## src/rtl/wb_pkg.sv

```systemverilog
// Shared Wishbone fetch definitions: bus widths, fetch state encoding, word stride.
// Latency: n/a (types and constants only).
// Backpressure: n/a.
package wb_pkg;
    localparam int WB_DATA_WIDTH = 32;
    localparam int WB_SEL_WIDTH  = 4;
    localparam int WORD_INC      = 4;

    typedef enum logic [1:0] {
        IDLE    = 2'd0,
        REQ     = 2'd1,
        DISCARD = 2'd2,
        HALT    = 2'd3
    } fetch_state_e;
endpackage

```

## src/rtl/prefetch_fifo.sv

```systemverilog
// Synchronous FIFO holding {address, data} words fetched ahead of the consumer.
// Latency: a push on edge N is visible at the head in cycle N+1; head is read from registered storage.
// Backpressure: caller must not push when full unless it pops in the same cycle; flush empties it on the next edge.
module prefetch_fifo #(
    parameter int WIDTH = 64,
    parameter int DEPTH = 4
) (
    input  logic                     sys_clk,
    input  logic                     sys_rst,
    input  logic                     push,
    input  logic [WIDTH-1:0]         push_dat,
    input  logic                     pop,
    input  logic                     flush,
    output logic [WIDTH-1:0]         head_dat,
    output logic                     full,
    output logic                     empty,
    output logic [$clog2(DEPTH):0]   count
);
    localparam int PW = $clog2(DEPTH);
    localparam int CW = PW + 1;

    logic [WIDTH-1:0] mem_q [DEPTH];
    logic [WIDTH-1:0] mem_d [DEPTH];
    logic [PW-1:0]    wr_q, wr_d;
    logic [PW-1:0]    rd_q, rd_d;
    logic [CW-1:0]    cnt_q, cnt_d;

    always_comb begin
        mem_d = mem_q;
        wr_d  = wr_q;
        rd_d  = rd_q;
        cnt_d = cnt_q;
        if (flush) begin
            wr_d  = '0;
            rd_d  = '0;
            cnt_d = '0;
        end else begin
            if (push) begin
                mem_d[wr_q] = push_dat;
                wr_d        = wr_q + 1'b1;
            end
            if (pop) begin
                rd_d = rd_q + 1'b1;
            end
            cnt_d = cnt_q + CW'(push) - CW'(pop);
        end
    end

    always_ff @(posedge sys_clk or negedge sys_rst) begin
        if (!sys_rst) begin
            mem_q <= '{default: '0};
            wr_q  <= '0;
            rd_q  <= '0;
            cnt_q <= '0;
        end else begin
            mem_q <= mem_d;
            wr_q  <= wr_d;
            rd_q  <= rd_d;
            cnt_q <= cnt_d;
        end
    end

    assign head_dat = mem_q[rd_q];
    assign full     = (cnt_q == CW'(DEPTH));
    assign empty    = (cnt_q == '0);
    assign count    = cnt_q;
endmodule

```

## src/rtl/wb_prefetch.sv

```systemverilog
// Wishbone classic read master fetching sequential words into a small FIFO, with redirect/flush and sticky fault.
// Latency: first request one cycle after reset/redirect settles; a word acked on edge N is offered in cycle N+1.
// Backpressure: out_ready stalls the FIFO; fetching pauses when it would fill and resumes once an entry frees.
module wb_prefetch
    import wb_pkg::*;
#(
    parameter int                    ADDR_WIDTH = 32,
    parameter int                    DEPTH      = 4,
    parameter logic [ADDR_WIDTH-1:0] RESET_ADR  = '0
) (
    input  logic                      sys_clk,
    input  logic                      sys_rst,
    output logic                      wb_cyc,
    output logic                      wb_stb,
    output logic                      wb_we,
    output logic [WB_SEL_WIDTH-1:0]   wb_sel,
    output logic [ADDR_WIDTH-1:0]     wb_adr,
    output logic [WB_DATA_WIDTH-1:0]  wb_dat_w,
    input  logic [WB_DATA_WIDTH-1:0]  wb_dat_r,
    input  logic                      wb_ack,
    input  logic                      wb_err,
    output logic                      out_valid,
    input  logic                      out_ready,
    output logic [WB_DATA_WIDTH-1:0]  out_data,
    output logic [ADDR_WIDTH-1:0]     out_adr,
    input  logic                      redirect_valid,
    input  logic [ADDR_WIDTH-1:0]     redirect_adr,
    output logic                      fault,
    output logic [ADDR_WIDTH-1:0]     fault_adr
);
    localparam int                    CW        = $clog2(DEPTH) + 1;
    localparam logic [ADDR_WIDTH-1:0] ADR_MASK  = ~ADDR_WIDTH'(3);
    localparam logic [ADDR_WIDTH-1:0] ADR_INC   = ADDR_WIDTH'(WORD_INC);
    localparam logic [ADDR_WIDTH-1:0] RESET_AL  = RESET_ADR & ADR_MASK;
    localparam logic [CW-1:0]         DEPTH_C   = CW'(DEPTH);

    fetch_state_e          state_q, state_d;
    logic [ADDR_WIDTH-1:0] ptr_q, ptr_d;
    logic [ADDR_WIDTH-1:0] adr_q, adr_d;
    logic                  cyc_q, cyc_d;
    logic                  fault_q, fault_d;
    logic [ADDR_WIDTH-1:0] fault_adr_q, fault_adr_d;

    logic                  push, pop, flush;
    logic                  fifo_full, fifo_empty;
    logic [CW-1:0]         fifo_count, level_after;
    logic [ADDR_WIDTH+WB_DATA_WIDTH-1:0] head;

    prefetch_fifo #(
        .WIDTH (ADDR_WIDTH + WB_DATA_WIDTH),
        .DEPTH (DEPTH)
    ) u_fifo (
        .sys_clk  (sys_clk),
        .sys_rst  (sys_rst),
        .push     (push),
        .push_dat ({adr_q, wb_dat_r}),
        .pop      (pop),
        .flush    (flush),
        .head_dat (head),
        .full     (fifo_full),
        .empty    (fifo_empty),
        .count    (fifo_count)
    );

    // A redirect flushes, so a pop in that cycle must not advance the read side.
    assign pop         = !fifo_empty && out_ready && !redirect_valid;
    assign level_after = pop ? fifo_count : fifo_count + CW'(1);

    always_comb begin
        state_d     = state_q;
        ptr_d       = ptr_q;
        adr_d       = adr_q;
        fault_d     = fault_q;
        fault_adr_d = fault_adr_q;
        push        = 1'b0;
        flush       = 1'b0;
        if (redirect_valid) begin
            flush   = 1'b1;
            ptr_d   = redirect_adr & ADR_MASK;
            fault_d = 1'b0;
            // An open cycle must still be allowed to complete; its response is dropped.
            if ((state_q == REQ || state_q == DISCARD) && !(wb_ack || wb_err)) begin
                state_d = DISCARD;
            end else begin
                state_d = IDLE;
            end
        end else begin
            case (state_q)
                IDLE: begin
                    if (!fifo_full) begin
                        state_d = REQ;
                        adr_d   = ptr_q;
                    end
                end
                REQ: begin
                    if (wb_err) begin
                        fault_d     = 1'b1;
                        fault_adr_d = adr_q;
                        state_d     = HALT;
                    end else if (wb_ack) begin
                        push  = 1'b1;
                        ptr_d = ptr_q + ADR_INC;
                        if (level_after < DEPTH_C) begin
                            adr_d = ptr_q + ADR_INC;
                        end else begin
                            state_d = IDLE;
                        end
                    end
                end
                DISCARD: begin
                    if (wb_ack || wb_err) begin
                        state_d = IDLE;
                    end
                end
                HALT: begin
                    state_d = HALT;
                end
                default: begin
                    state_d = IDLE;
                end
            endcase
        end
        cyc_d = (state_d == REQ) || (state_d == DISCARD);
    end

    always_ff @(posedge sys_clk or negedge sys_rst) begin
        if (!sys_rst) begin
            state_q     <= IDLE;
            ptr_q       <= RESET_AL;
            adr_q       <= RESET_AL;
            cyc_q       <= 1'b0;
            fault_q     <= 1'b0;
            fault_adr_q <= '0;
        end else begin
            state_q     <= state_d;
            ptr_q       <= ptr_d;
            adr_q       <= adr_d;
            cyc_q       <= cyc_d;
            fault_q     <= fault_d;
            fault_adr_q <= fault_adr_d;
        end
    end

    assign wb_cyc    = cyc_q;
    assign wb_stb    = cyc_q;
    assign wb_we     = 1'b0;
    assign wb_sel    = '1;
    assign wb_adr    = adr_q;
    assign wb_dat_w  = '0;
    assign out_valid = !fifo_empty;
    assign out_data  = head[WB_DATA_WIDTH-1:0];
    assign out_adr   = head[WB_DATA_WIDTH +: ADDR_WIDTH];
    assign fault     = fault_q;
    assign fault_adr = fault_adr_q;
endmodule
```

## config.mk

```make
export PLATFORM = sky130hd
export DESIGN_NAME = wb_prefetch
export DESIGN_NICKNAME = d
export VERILOG_FILES = /design/src/rtl/wb_pkg.sv /design/src/rtl/prefetch_fifo.sv /design/src/rtl/wb_prefetch.sv
export SDC_FILE = /design/constraint.sdc
export NUM_CORES = 1
export LEC_CHECK = 0
export CAP_MARGIN = 40
export CORE_MARGIN = 2
export CORE_UTILIZATION = 50
export DETAILED_ROUTE_END_ITERATION = 8
export GPL_ROUTABILITY_DRIVEN = 1
export MAX_ROUTING_LAYER = met4
export PLACE_DENSITY = 0.75
export SYNTH_ARGS = -nofsm -noshare
export SYNTH_HDL_FRONTEND = slang
export SYNTH_SLANG_ARGS = --single-unit
export TNS_END_PERCENT = 30
```

## constraint.sdc

```tcl
create_clock -name sys_clk -period 3.2 [get_ports sys_clk]
set_input_delay 0.64 -clock sys_clk [delete_from_list [all_inputs] [get_ports sys_clk]]
set_output_delay 0.64 -clock sys_clk [all_outputs]
set_load 0.02 [all_outputs]
```

Yosys cells after proc, flatten, opt, wreduce, memory -nomap -nowiden
Index checks and enable logic that the tools add are counted.
{ "totals": {"register_bits": 363, "elab_cells": 98, "out_inout_bits": 169} }
{ "classes": {"reduce_logical": 23, "n_lt_le_gt_ge": 4, "bitwise_logic": 4, "n_eq_ne": 11, "mux": 37, "addsub": 6} }
{ "op_table": {"columns": ["op", "count"], "rows": [
  ["bitwise mux 256 bit", 1],
  ["2-to-1 mux 32 bit", 8],
  ["2-to-1 mux 64 bit", 3],
  ["binary-select mux 64 bit (select 2 bit)", 1],
  ["demux 64 bit (select 2 bit)", 1],
  ["one-hot mux 32 bit (2 select lines)", 1],
  ["adder 32 x 3 -> 32 bit, second input constant", 1],
  ["2-to-1 mux 2 bit", 11],
  ["nonzero test 2 bit", 6],
  ["2-to-1 mux 1 bit", 8],
  ["one-hot mux 2 bit (4 select lines)", 1],
  ["== test 2 bit, second input constant", 3],
  [">= comparator 3 bit, second input constant", 2],
  ["2-to-1 mux 3 bit", 2],
  ["inequality test 2 bit, second input constant", 3],
  ["NOT 2 -> 3 bit", 2],
  ["AND reduction 3 bit", 2],
  ["AND reduction 6 bit", 1],
  ["adder 2 x 1 -> 2 bit, second input constant", 2],
  ["== test 2 x 1 -> 1 bit, second input constant", 2],
  ["logical AND 1 bit", 4],
  ["inequality test 2 x 1 -> 1 bit, second input constant", 2],
  ["AND reduction 2 bit", 2],
  ["adder 3 x 1 -> 3 bit", 1],
  ["other kinds (10)", 15]
]} }

Depth between registers and ports, before layout
Gate-level depths: netlist of the first run.
{ "logic_depth": {"depth_word": 13, "ltp_mapped": 12, "mapped_depth_nobuf": 11} }

Hierarchy
From an unflattened synthesis of the first run, not the netlist that was laid out.
{ "unflattened": {"hier_cells": 1180, "hier_area_um2": 17469.3} }
{ "by_module_without_submodules": {"columns": ["module", "area_each_um2", "n_inst", "cells_each"], "rows": [
  ["prefetch_fifo", 12348.1, 1, 659],
  ["wb_prefetch", 5121.2, 1, 521]
]} }

Worst setup path before layout of the first run
No wires, ideal clock.
{ "synth_timing": {"path_type": "input-to-reg", "startpoint": "input port redirect_valid", "endpoint": "register u_fifo.cnt_q[2], in the netlist u_fifo.count[2]", "cell_stages": 12, "t_arrival_ps": 2611, "path_slack_ps": 457, "required_time_ps": 3068, "path_cell_list": "clkbuf_2 > clkbuf_1 > clkbuf_1 > nor2_1 > ha_1 > inv_1 > ha_1 > inv_1 > fa_1 > xor2_1 > xnor2_1 > nor2_1"} }
{ "synth_via": {"elab_chain_cells": 4} }
{ "synth_rtl": {"columns": ["element", "line_no", "source"], "rows": [
  ["start, declared", "wb_prefetch.sv:26", "input logic redirect_valid,"],
  ["2-to-1 mux 1 bit / zero test 1 bit (equally long branches)", "wb_prefetch.sv:77, wb_prefetch.sv:66", null],
  ["adder 3 x 1 -> 3 bit / logical AND 1 bit (equally long branches)", "prefetch_fifo.sv:45, wb_prefetch.sv:66", null],
  ["subtractor 3 x 1 -> 3 bit", "prefetch_fifo.sv:45", "cnt_d = cnt_q + CW'(push) - CW'(pop);"],
  ["2-to-1 mux 3 bit (*)", "prefetch_fifo.sv:33", "if (flush) begin"],
  ["named net u_fifo.cnt_d[2]", "prefetch_fifo.sv:26", "logic [CW-1:0] cnt_q, cnt_d;"],
  ["end signal, assigned", "prefetch_fifo.sv:59", "cnt_q <= cnt_d;"],
  ["end, declared", "prefetch_fifo.sv:26", null]
]} }
Mark *: on every way through the listed nets, which the timed path passes. The rest lies on a longest branch.
A chain may end at the register's enable or synchronous reset.

Worst setup path after layout of the first run
{ "layout_timing": {"startpoint": "register u_fifo.rd_q[0]", "endpoint": "output port out_adr[14]"} }
{ "layout_via": {"elab_chain_cells": 4} }
{ "layout_rtl": {"columns": ["element", "line_no", "source"], "rows": [
  ["start, declared", "prefetch_fifo.sv:25", "logic [PW-1:0] rd_q, rd_d;"],
  ["start signal, assigned", "prefetch_fifo.sv:58", "rd_q <= rd_d;"],
  ["NOT 2 -> 3 bit (not written as such)", "prefetch_fifo.sv:63", "assign head_dat = mem_q[rd_q];"],
  ["binary-select mux 64 bit (select 2 bit)", "prefetch_fifo.sv:63", null],
  ["2-to-1 mux 64 bit (not written as such) (2 in a row)", "prefetch_fifo.sv:63", null],
  ["end, declared", "wb_prefetch.sv:25", "output logic [ADDR_WIDTH-1:0] out_adr,"]
]} }
Every way passes these cells. The select of a mux whose other input is x is not followed.

==> results of run 1 <==
## cell type report
| class | instances | share of cell area [%] |
|---|---|---|
| sequential | 349 | 43.63 |
| multi-input combinational | 691 | 34.88 |
| timing repair buffer | 227 | 11.92 |
| clock buffer | 62 | 5.946 |
| tap | 442 | 2.761 |
| clock inverter | 8 | 0.6683 |
| inverter | 10 | 0.1999 |
## stage by stage
step | instances | power, W
detailed placement | 1718 | 0.01248
global placement | 1718 | 0.01233
global route | 1789 | 0.01776
finish | 1789 | 0.01690
floorplan | 1164 | 0.009731
CTS | 1788 | 0.01706
## logic make-up after synthesis
| group | synth area share, % |
|---|---|
| AO/OA/AOI/OAI | 1.580 |
| XOR/XNOR | 3.367 |
| adder cells (fa/ha/maj) | 1.038 |
| buffers and inverters | 5.115 |
| flip-flops | 53.29 |
| multiplexers | 30.26 |
| other | 0.04583 |
| AND/OR/NAND/NOR | 5.299 |
## power groups by stage
stage	logic, W	clock network, W	registers, W
floorplan	0.00322	0	0.00651
global placement	0.00596	0	0.00637
detailed placement	0.00606	0	0.00642
CTS	0.00608	0.00463	0.00636
global route	0.00642	0.00481	0.00653
finish	0.00603	0.00452	0.00636
## Yosys cell counts (2+ instances only)
library cell / number
buf_6: 24
or3_1: 2
and3_1: 6
nor3_1: 7
dfrtp_1: 349
nand3_1: 19
nand4_1: 26
a21oi_1: 6
mux2_1: 69
clkbuf_1: 23
xor2_1: 30
a32oi_1: 2
conb_1: 2
xnor2_1: 33
nand2_4: 4
mux2_4: 35
and4_1: 2
nor2b_1: 2
ha_1: 12
inv_1: 9
nor2_1: 15
mux2i_1: 2
buf_4: 45
nand3b_1: 2
buf_1: 5
o21ai_0: 36
and2_1: 3
mux2_2: 199
buf_2: 16
mux4_2: 62
nand2_1: 58
## layer usage
layer	track usage (%)	up-vias	wire length, um
met5	-	-	0
met4	4.413	0	482
li1	-	4349	-
met3	3.401	41	1686
met2	34.07	264	16880
met1	28.96	4970	15520
## final timing paths
kind	depth (start not counted)	end	slack, ps
hold / removal	1	u_fifo.count[2]	100
setup / recovery	3	out_adr[14]	130
setup reg to reg	11	u_fifo.count[2]	710
hold reg to reg	2	u_fifo.mem_q[106]	480
max in group asynchronous	2	u_fifo.mem_q[0]	2210
min in group sys_clk	2	u_fifo.mem_q[106]	480
## placed cells by master (no fill, tap or decap), types with 33 or more instances in the layout
cell and count:
clkbuf_16 39, clkdlybuf4s50_1 191, conb_1 43, dfrtp_1 347, mux2_1 69, mux2_2 199, mux2_4 35, mux4_2 62
nand2_1 58, o21ai_0 36, xnor2_1 33
## critical path, stage by stage (launching register included)
cell	delay, ps
dfrtp_4	500
buf_12	260
mux4_2	560
clkdlybuf4s50_1	560
## what timing repair did
action	CTS	global route
gates resized for setup	0	1
hold endpoints to repair	0	0
endpoints found under the setup margin	0	9
buffers inserted	0	0
hold buffers	0	0
## state kept, by name, summed over array words and instances (netlist names)
register / cells
u_fifo.mem_q: 248
fault_adr: 30
ptr_q: 30
wb_adr: 30
u_fifo.count: 3
state_q: 2
u_fifo.rd_q: 2
u_fifo.wr_q: 2
fault: 1
wb_cyc: 1
==> results.json, run 1 <==
{
  "status": "completed",
  "cp-start-kind": "flip-flop",
  "synthTopCellsByArea": "dfrtp_1, mux2_2, mux4_2",
  "worst_pin_slew_ps": 845.9,
  "nets": 1400,
  "post-route-drc-count": 0,
  "max_freq_ghz": 0.3259,
  "yosysTopAreaCell": "dfrtp_1",
  "cp_data_arrival_time_ps": 2430,
  "die_h_um": 185.0,
  "synth_ff_type": "dfrtp_1",
  "routed_wl_um": 34570,
  "pwr-share-comb_pct": 35.6,
  "syn_inst": 1123,
  "track_usage_pct": 21.25,
  "holdWs_ps": 103.3,
  "worst_slew_margin_rel_pct": 43.14,
  "grt_pass1_vias": 10100,
  "ioPinCount": 239,
  "place.gp.congestion": 0.8737,
  "antenna_found_initial": 0,
  "post-route-min-period_ps": 3068,
  "synthArstFlopShare_pct": 100.0,
  "clock_latency_ps": 520,
  "via_count": 9624,
  "synth_edf_count": 0,
  "vdd_ir_drop_max_mv": 0.5223,
  "rsz0062_at_grt": "false",
  "finalMaxSlewViolations": 0,
  "hold_viol": 0,
  "synth.distinct_cells": 49,
  "cp-end-kind": "primary output",
  "place_area_sq_mm": 0.01868,
  "fill_cells": 2478,
  "cts_tree": "built",
  "seqCellArea_sq_mm": 0.008741,
  "fin_util_pct": 61.89,
  "powerDensity_mw_per_mm2": 843.8,
  "required_ps": 2560,
  "ys_warn_count": 0,
  "setup_viol": 0,
  "p_int_w": 0.01152,
  "final_cell_area_sq_mm": 0.02003,
  "period_share_pct": 95.88,
  "ys_ff_latch": 349,
  "netlist_area_sq_mm": 0.01639,
  "clockPowerShare_pct": 26.7,
  "grt_pass1_wl_um": 55300,
  "p_leak_nw": 9.218,
  "synth_top_area_share_pct": 53.29,
  "clkTransAtPathRegs_ps": 60,
  "multi_input_area_sq_mm": 0.006987,
  "core.rowCount": 66,
  "die_area_sq_mm": 0.03424,
  "worst_hold_path_type": "input port to asynchronous set/reset pin",
  "grt_overflow": 0,
  "finalWorstSetupSlack_ps": 132.0,
  "switching_share_pct": 31.82,
  "fin_worst_skew_ps": 26.35,
  "numCtsBuffers": 38,
  "wl_per_cell_um": 19.33,
  "crit_path_start": "u_fifo.rd_q[0]",
  "area_growth_pct": 22.24,
  "drive_gt1_share_pct": 30.51,
  "r2r_start": "u_fifo.count[2]",
  "path_class": "flip-flop to primary output",
  "core_area_sq_mm": 0.03237,
  "p_switching_w": 0.005379,
  "diodes": 0,
  "place_hpwl_um": 22420,
  "via_per_inst": 5.380,
  "pre_cts_slack_ps": 519.4,
  "maxCapViolCount": 0,
  "drt_iter0_drc": 489,
  "cts-root-buf": "clkbuf_16",
  "htreeDepth": 2,
  "dr.pass1.iters": 5,
  "crit_fanout": 24,
  "antenna_left": 0,
  "start_util_pct": 50.63,
  "pwr-share-seq_pct": 37.6,
  "grt_max_degree": 81,
  "clkSinkCount": 349,
  "port_buffers": 193,
  "synth.avg_cell_area_sq_um": 14.59,
  "yosysSeqAreaShare_pct": 53.29,
  "die_x_um": 185.0,
  "cts.path.max_buffers": 3,
  "setup_tns_ps": 0
}
Note: power is estimated with default switching activity, not from simulation.
==> inputs of run 2 (changes only) <==
--- a/config.mk
+++ b/config.mk
@@ -14,5 +14,6 @@
 export PLACE_DENSITY = 0.75
 export SYNTH_ARGS = -nofsm -noshare
 export SYNTH_HDL_FRONTEND = slang
+export SYNTH_HIERARCHICAL = 1
 export SYNTH_SLANG_ARGS = --single-unit
 export TNS_END_PERCENT = 30
==> results.json, run 2 <==
{
  "worst_pin_slew_ps": 795.0,
  "grtUsageMet1_pct": 29.38,
  "grt_max_degree": 85,
  "final_cell_mix": "dfrtp_1, clkdlybuf4s50_1, mux2_4",
  "numCtsBuffers": 39,
  "grt_overflow": 0,
  "post-route-drc-count": 0,
  "p_leak_nw": 10.11,
  "synth_top_area_share_pct": 51.14,
  "finalMaxSlewViolations": 0,
  "maxCapViolCount": 0,
  "fill_cells": 2636,
  "finalPower_w": 0.01584,
  "cp-start-kind": "flip-flop",
  "cts-root-buf": "clkbuf_16",
  "ys_warn_count": 6,
  "powerDensity_mw_per_mm2": 753.9,
  "hold_buffers": 0,
  "synth.avg_cell_area_sq_um": 14.80,
  "p_int_w": 0.01073,
  "syn_inst": 1180,
  "drive_gt1_share_pct": 29.67,
  "yosysTopAreaCell": "dfrtp_1",
  "dp.cells": 1792,
  "clockPowerShare_pct": 26.9,
  "clkSinkCount": 357,
  "synthMuxAreaShare_pct": 30.73,
  "post-route-min-period_ps": 3091,
  "via_count": 10070,
  "synth_ff_type": "dfrtp_1",
  "synth.distinct_cells": 53,
  "synth_edf_count": 0,
  "drt_iter0_drc": 406,
  "clkTransAtPathRegs_ps": 60,
  "fin_worst_skew_ps": 26.77,
  "cp_data_arrival_time_ps": 2450,
  "dr.pass1.iters": 4,
  "synth_compound_area_share_pct": 2.535,
  "via_per_inst": 5.391,
  "busiest_layer": "met2",
  "htreeDepth": 2,
  "hold_viol": 0,
  "cts_tree": "built",
  "wl_per_cell_um": 19.91,
  "status": "completed",
  "grt_pass1_wl_um": 59150,
  "synth_top_family_by_area": "multiplexers",
  "synthArstFlopShare_pct": 100.0,
  "die_h_um": 190.9,
  "core.rowCount": 68,
  "grt_pass1_vias": 10610,
  "switching_share_pct": 32.23,
  "core_area_sq_mm": 0.03446,
  "period_share_pct": 96.61,
  "pwr-share-comb_pct": 33.8,
  "area_growth_pct": 20.28,
  "synthTopCellsByArea": "dfrtp_1, mux2_4, mux4_2",
  "path_class": "flip-flop to primary output",
  "regMostFlops": "u_fifo/mem_q",
  "worst_hold_path_type": "input port to asynchronous set/reset pin",
  "cp-end-kind": "primary output",
  "worst_slew_margin_rel_pct": 46.80,
  "synth_xor_area_share_pct": 3.187,
  "start_util_pct": 50.70,
  "use_met2_pct": 33.10,
  "routed_wl_um": 37190,
  "ioPinCount": 239,
  "cpMostUsedCell": "buf_4",
  "rsz0062_at_grt": "false",
  "cts.path.max_buffers": 3,
  "die_area_sq_mm": 0.03645,
  "netlist_area_sq_mm": 0.01747,
  "max_freq_ghz": 0.3235,
  "port_buffers": 195,
  "clock_latency_ps": 540,
  "largest_reg_flops": 256,
  "p_switching_w": 0.005105,
  "die_x_um": 190.9,
  "layout_commonest_cell": "dfrtp_1",
  "yosys.area_share.simple_pct": 5.673,
  "setup_tns_ps": 0,
  "yosysSeqAreaShare_pct": 51.14,
  "met3_usage_pct": 3.562,
  "crit_fanout": 5,
  "track_usage_pct": 21.32,
  "setup_viol": 0,
  "place.gp.congestion": 0.8610,
  "path_cells": "buf_4, buf_4, mux4_2, clkdlybuf4s50_1",
  "antenna_found_initial": 1,
  "ys_ff_latch": 357,
  "cts.repair.resized": 0,
  "vdd_ir_drop_max_mv": 0.5823,
  "required_ps": 2560,
  "max_stage_delay_ps": 590,
  "ff2ff_path_depth": 10,
  "yosysMostFrequentCell": "dfrtp_1",
  "pwr-share-seq_pct": 39.3,
  "place_hpwl_um": 24260,
  "synth_common_cells": "dfrtp_1, mux2_4, nand2_1, mux4_2, mux2_2",
  "nets": 1467,
  "layout.cells.non_filler": 1868,
  "synthAdderAreaFrac_pct": 0.9741,
  "antenna_left": 0,
  "slowest_stage": "clkdlybuf4s50_1"
}
==> run 2: cell families (layout without fill, tap and decap cells) <==
family                     after synthesis  count (layout)
other                                    2              50
xor gates and xnor gates                62              62
adders and majority gates               13              13
and+or+nand+nor                        183             183
muxes                                  353             353
buffers and inverters                  133             318
DFF                                    357             357
AOI/OAI and AO/OA                       77              77
==> run 2: per-stage QoR <==
step | hold WS [ps] | utilization, % | instance area, sq um | setup WS (ps)
after global routing | 150.2 | 60.98 | 21010 | 28.41
after floorplan | 344.4 | - | 17650 | 856.1
after CTS | 115.4 | 60.90 | 20980 | 29.45
after global placement | 468.7 | 57.21 | 19710 | 209.0
final | 110.5 | 60.98 | 21010 | 108.5
after detailed placement | 476.2 | 57.21 | 19710 | 180.9
==> run 2: per-layer routing <==
metal  wire (um)  part of all wire [%]  vias up
li1            -                     -     4547
met1       16840                    45     5202
met2       17790                    48      266
met3        1774                   4.8       56
met4         786                   2.1        0
met5           0                     0        -
==> run 2: final timing paths <==
check	to	start	slack (ps)
setup / recovery	out_adr[20]	u_fifo/rd_q[0]	110
hold / removal	u_fifo/mem_q[227]	sys_rst	110
setup reg to reg	u_fifo/count[2]	u_fifo/count[1]	630
hold reg to reg	u_fifo/mem_q[7]	u_fifo/mem_q[7]	490
max in group asynchronous	fault_adr[3]	sys_rst	2240
min in group sys_clk	u_fifo/rd_q[0]	redirect_valid	470
==> run 2: what timing repair did <==
item | CTS | global route
endpoints found under the setup margin | 52 | 2
endpoints found under the hold margin | 0 | 0
setup buffers | 5 | 1
==> run 2: layout make-up <==
cell class | count | area [sq um] | area share (%)
clock inverters | 10 | 70.07 | 0.3335
well taps | 455 | 569.3 | 2.709
clock buffers | 59 | 1142 | 5.437
flip-flops and latches | 357 | 8941 | 42.55
multi-input cells | 737 | 7720 | 36.74
diodes | 1 | 2.502 | 0.01191
repair buffers | 238 | 2525 | 12.02
inverters | 11 | 41.29 | 0.1965
==> run 2: worst max-delay path, delay by kind of cell, from the launching register on <==
| kind | cells | cell delay [ps] |
|---|---|---|
| multiplexers | 1 | 480 |
| buffers and inverters | 3 | 930 |
| flip-flops | 1 | 500 |
==> run 2: power groups by stage <==
stage               Sequential, W  Clock (W)  Combinational (W)
floorplan                 0.00639          0            0.00287
global placement          0.00626          0            0.00524
detailed placement        0.00630          0            0.00532
CTS                       0.00622    0.00438            0.00542
global route              0.00635    0.00459            0.00569
finish                    0.00622    0.00427            0.00536
==> inputs of run 3 (changes only) <==
--- a/config.mk
+++ b/config.mk
@@ -12,6 +12,7 @@
 export GPL_ROUTABILITY_DRIVEN = 1
 export MAX_ROUTING_LAYER = met4
 export PLACE_DENSITY = 0.75
+export REMOVE_ABC_BUFFERS = 1
 export SYNTH_ARGS = -nofsm -noshare
 export SYNTH_HDL_FRONTEND = slang
 export SYNTH_HIERARCHICAL = 1
==> results.json, run 3 (synthesis results as in run 2) <==
{
  "post-route-drc-count": 0,
  "grt_pass1_vias": 10860,
  "period_share_pct": 98.42,
  "die_x_um": 190.9,
  "grt_overflow": 0,
  "fin_worst_skew_ps": 12.37,
  "grt_pass1_wl_um": 61740,
  "cts.repair.resized": 0,
  "dr.pass1.iters": 5,
  "drive_gt1_share_pct": 29.03,
  "die_h_um": 190.9,
  "setup_viol": 0,
  "worst_pin_slew_ps": 801.0,
  "max_freq_ghz": 0.3175,
  "place_area_sq_mm": 0.01961,
  "crit_fanout": 33,
  "diodes": 0,
  "post_cts_buffers": 0,
  "wl_per_cell_um": 20.62,
  "fill_cells": 2651,
  "required_ps": 2560,
  "routed_wl_um": 38290,
  "clock_latency_ps": 530,
  "core_area_sq_mm": 0.03446,
  "vdd_ir_drop_max_mv": 0.4721,
  "cts-root-buf": "clkbuf_16",
  "numCtsBuffers": 40,
  "cp_num_buf_inv": 2,
  "largest_reg_flops": 256,
  "clkTransAtPathRegs_ps": 60,
  "via_per_inst": 5.432,
  "via_count": 10090,
  "cp-end-kind": "primary output",
  "drt_iter0_drc": 555,
  "path_delay_family": "buffers and inverters",
  "finalPower_w": 0.01593,
  "powerDensity_mw_per_mm2": 763.4,
  "layout_commonest_cell": "dfrtp_1",
  "clkSinkCount": 357,
  "port_buffers": 195,
  "area_growth_pct": 19.41,
  "place.gp.congestion": 0.7885,
  "path_cells": "buf_12, mux4_2, clkdlybuf4s50_1",
  "worst_hold_path_type": "input port to asynchronous set/reset pin",
  "hold_viol": 0,
  "nets": 1456,
  "antenna_left": 0,
  "finalMaxSlewViolations": 0,
  "hold_buffers": 0,
  "grt_max_degree": 77,
  "maxCapViolCount": 0,
  "die_area_sq_mm": 0.03645,
  "cts_tree": "built",
  "cp-start-kind": "flip-flop",
  "htreeDepth": 2,
  "ioPinCount": 239,
  "final_cell_area_sq_mm": 0.02086,
  "cts.path.max_buffers": 3,
  "track_usage_pct": 22.22,
  "final_cell_mix": "dfrtp_1, clkdlybuf4s50_1, mux2_4",
  "max_stage_delay_ps": 590,
  "antenna_found_initial": 0,
  "place_hpwl_um": 24210,
  "p_leak_nw": 10.03,
  "post-route-min-period_ps": 3149,
  "path_class": "flip-flop to primary output",
  "cp_data_arrival_time_ps": 2510,
  "slowest_stage": "mux4_2",
  "start_util_pct": 50.70,
  "worst_slew_margin_rel_pct": 46.40,
  "core.rowCount": 68,
  "status": "completed",
  "rsz0062_at_grt": "true",
  "regMostFlops": "u_fifo/mem_q"
}
run 3: cell types whose count changed in the layout (fill, tap and decap cells not counted), sizes merged:
cell | before | now
clkbuf | 60 | 62
inv | 12 | 11
diode | 1 | 0
buf | 44 | 33
bufinv | 0 | 1
clkinv | 7 | 6
run 3: worst reg2reg max path, cell delays in order, from the launching register on:
cell     delay [ps]
dfrtp_1         450
nor3_1          350
or3b_4          230
inv_1            90
ha_1            300
inv_1            70
ha_1            140
inv_1            50
fa_1            400
xnor3_1         220
nor2_1           50
run 3: metal layers:
layer | global-route usage, % | vias up | share of wire [%]
met5 | - | - | 0
met4 | 5.218 | 0 | 1.8
met3 | 3.800 | 53 | 4.8
met2 | 34.14 | 264 | 47
met1 | 31.04 | 5263 | 47
li1 | - | 4508 | -
run 3: final timing paths:
check                              endpoint        startpoint  slack (ps)  cells after the start
max                            out_data[25]    u_fifo/rd_q[0]          50                      3
min                        u_fifo/mem_q[84]           sys_rst          90                      1
max reg2reg                 u_fifo/count[2]   u_fifo/count[1]         720                     10
min reg2reg                u_fifo/mem_q[33]  u_fifo/mem_q[33]         490                      1
max in group asynchronous    u_fifo/rd_q[0]           sys_rst        2230                      2
min in group sys_clk                  fault    redirect_valid         440                      2
run 3: area by class of cell:
type | count | area [sq um] | share of cell area [%]
clock inverters | 9 | 78.83 | 0.3779
clock buffers | 62 | 1175 | 5.632
flip-flops and latches | 357 | 8941 | 42.86
inverters | 11 | 41.29 | 0.1979
repair buffers | 226 | 2335 | 11.19
multi-input cells | 737 | 7720 | 37.01
well taps | 455 | 569.3 | 2.729
run 3: metrics by stage:
| step | utilization [%] | hold WS, ps | std cells | setup slack, ps | TNS, ps |
|---|---|---|---|---|---|
| floorplan | - | 344.4 | 1105 | -1270 | -174360 |
| global placement | 56.90 | 467.8 | 1786 | 282.5 | 0 |
| detailed placement | 56.90 | 479.7 | 1786 | 206.6 | 0 |
| CTS | 60.54 | 99.48 | 1857 | -1.478 | -1.478 |
| global route | 60.54 | 113.4 | 1857 | -53.64 | -816.9 |
| finish | 60.54 | 91.75 | 1857 | 50.54 | 0 |
run 3: power breakdown:
group	internal (W)	switching (W)
clock	0.00260	0.00180
combinational	0.00288	0.00244
sequential	0.00537	0.000836
total	0.0109	0.00507
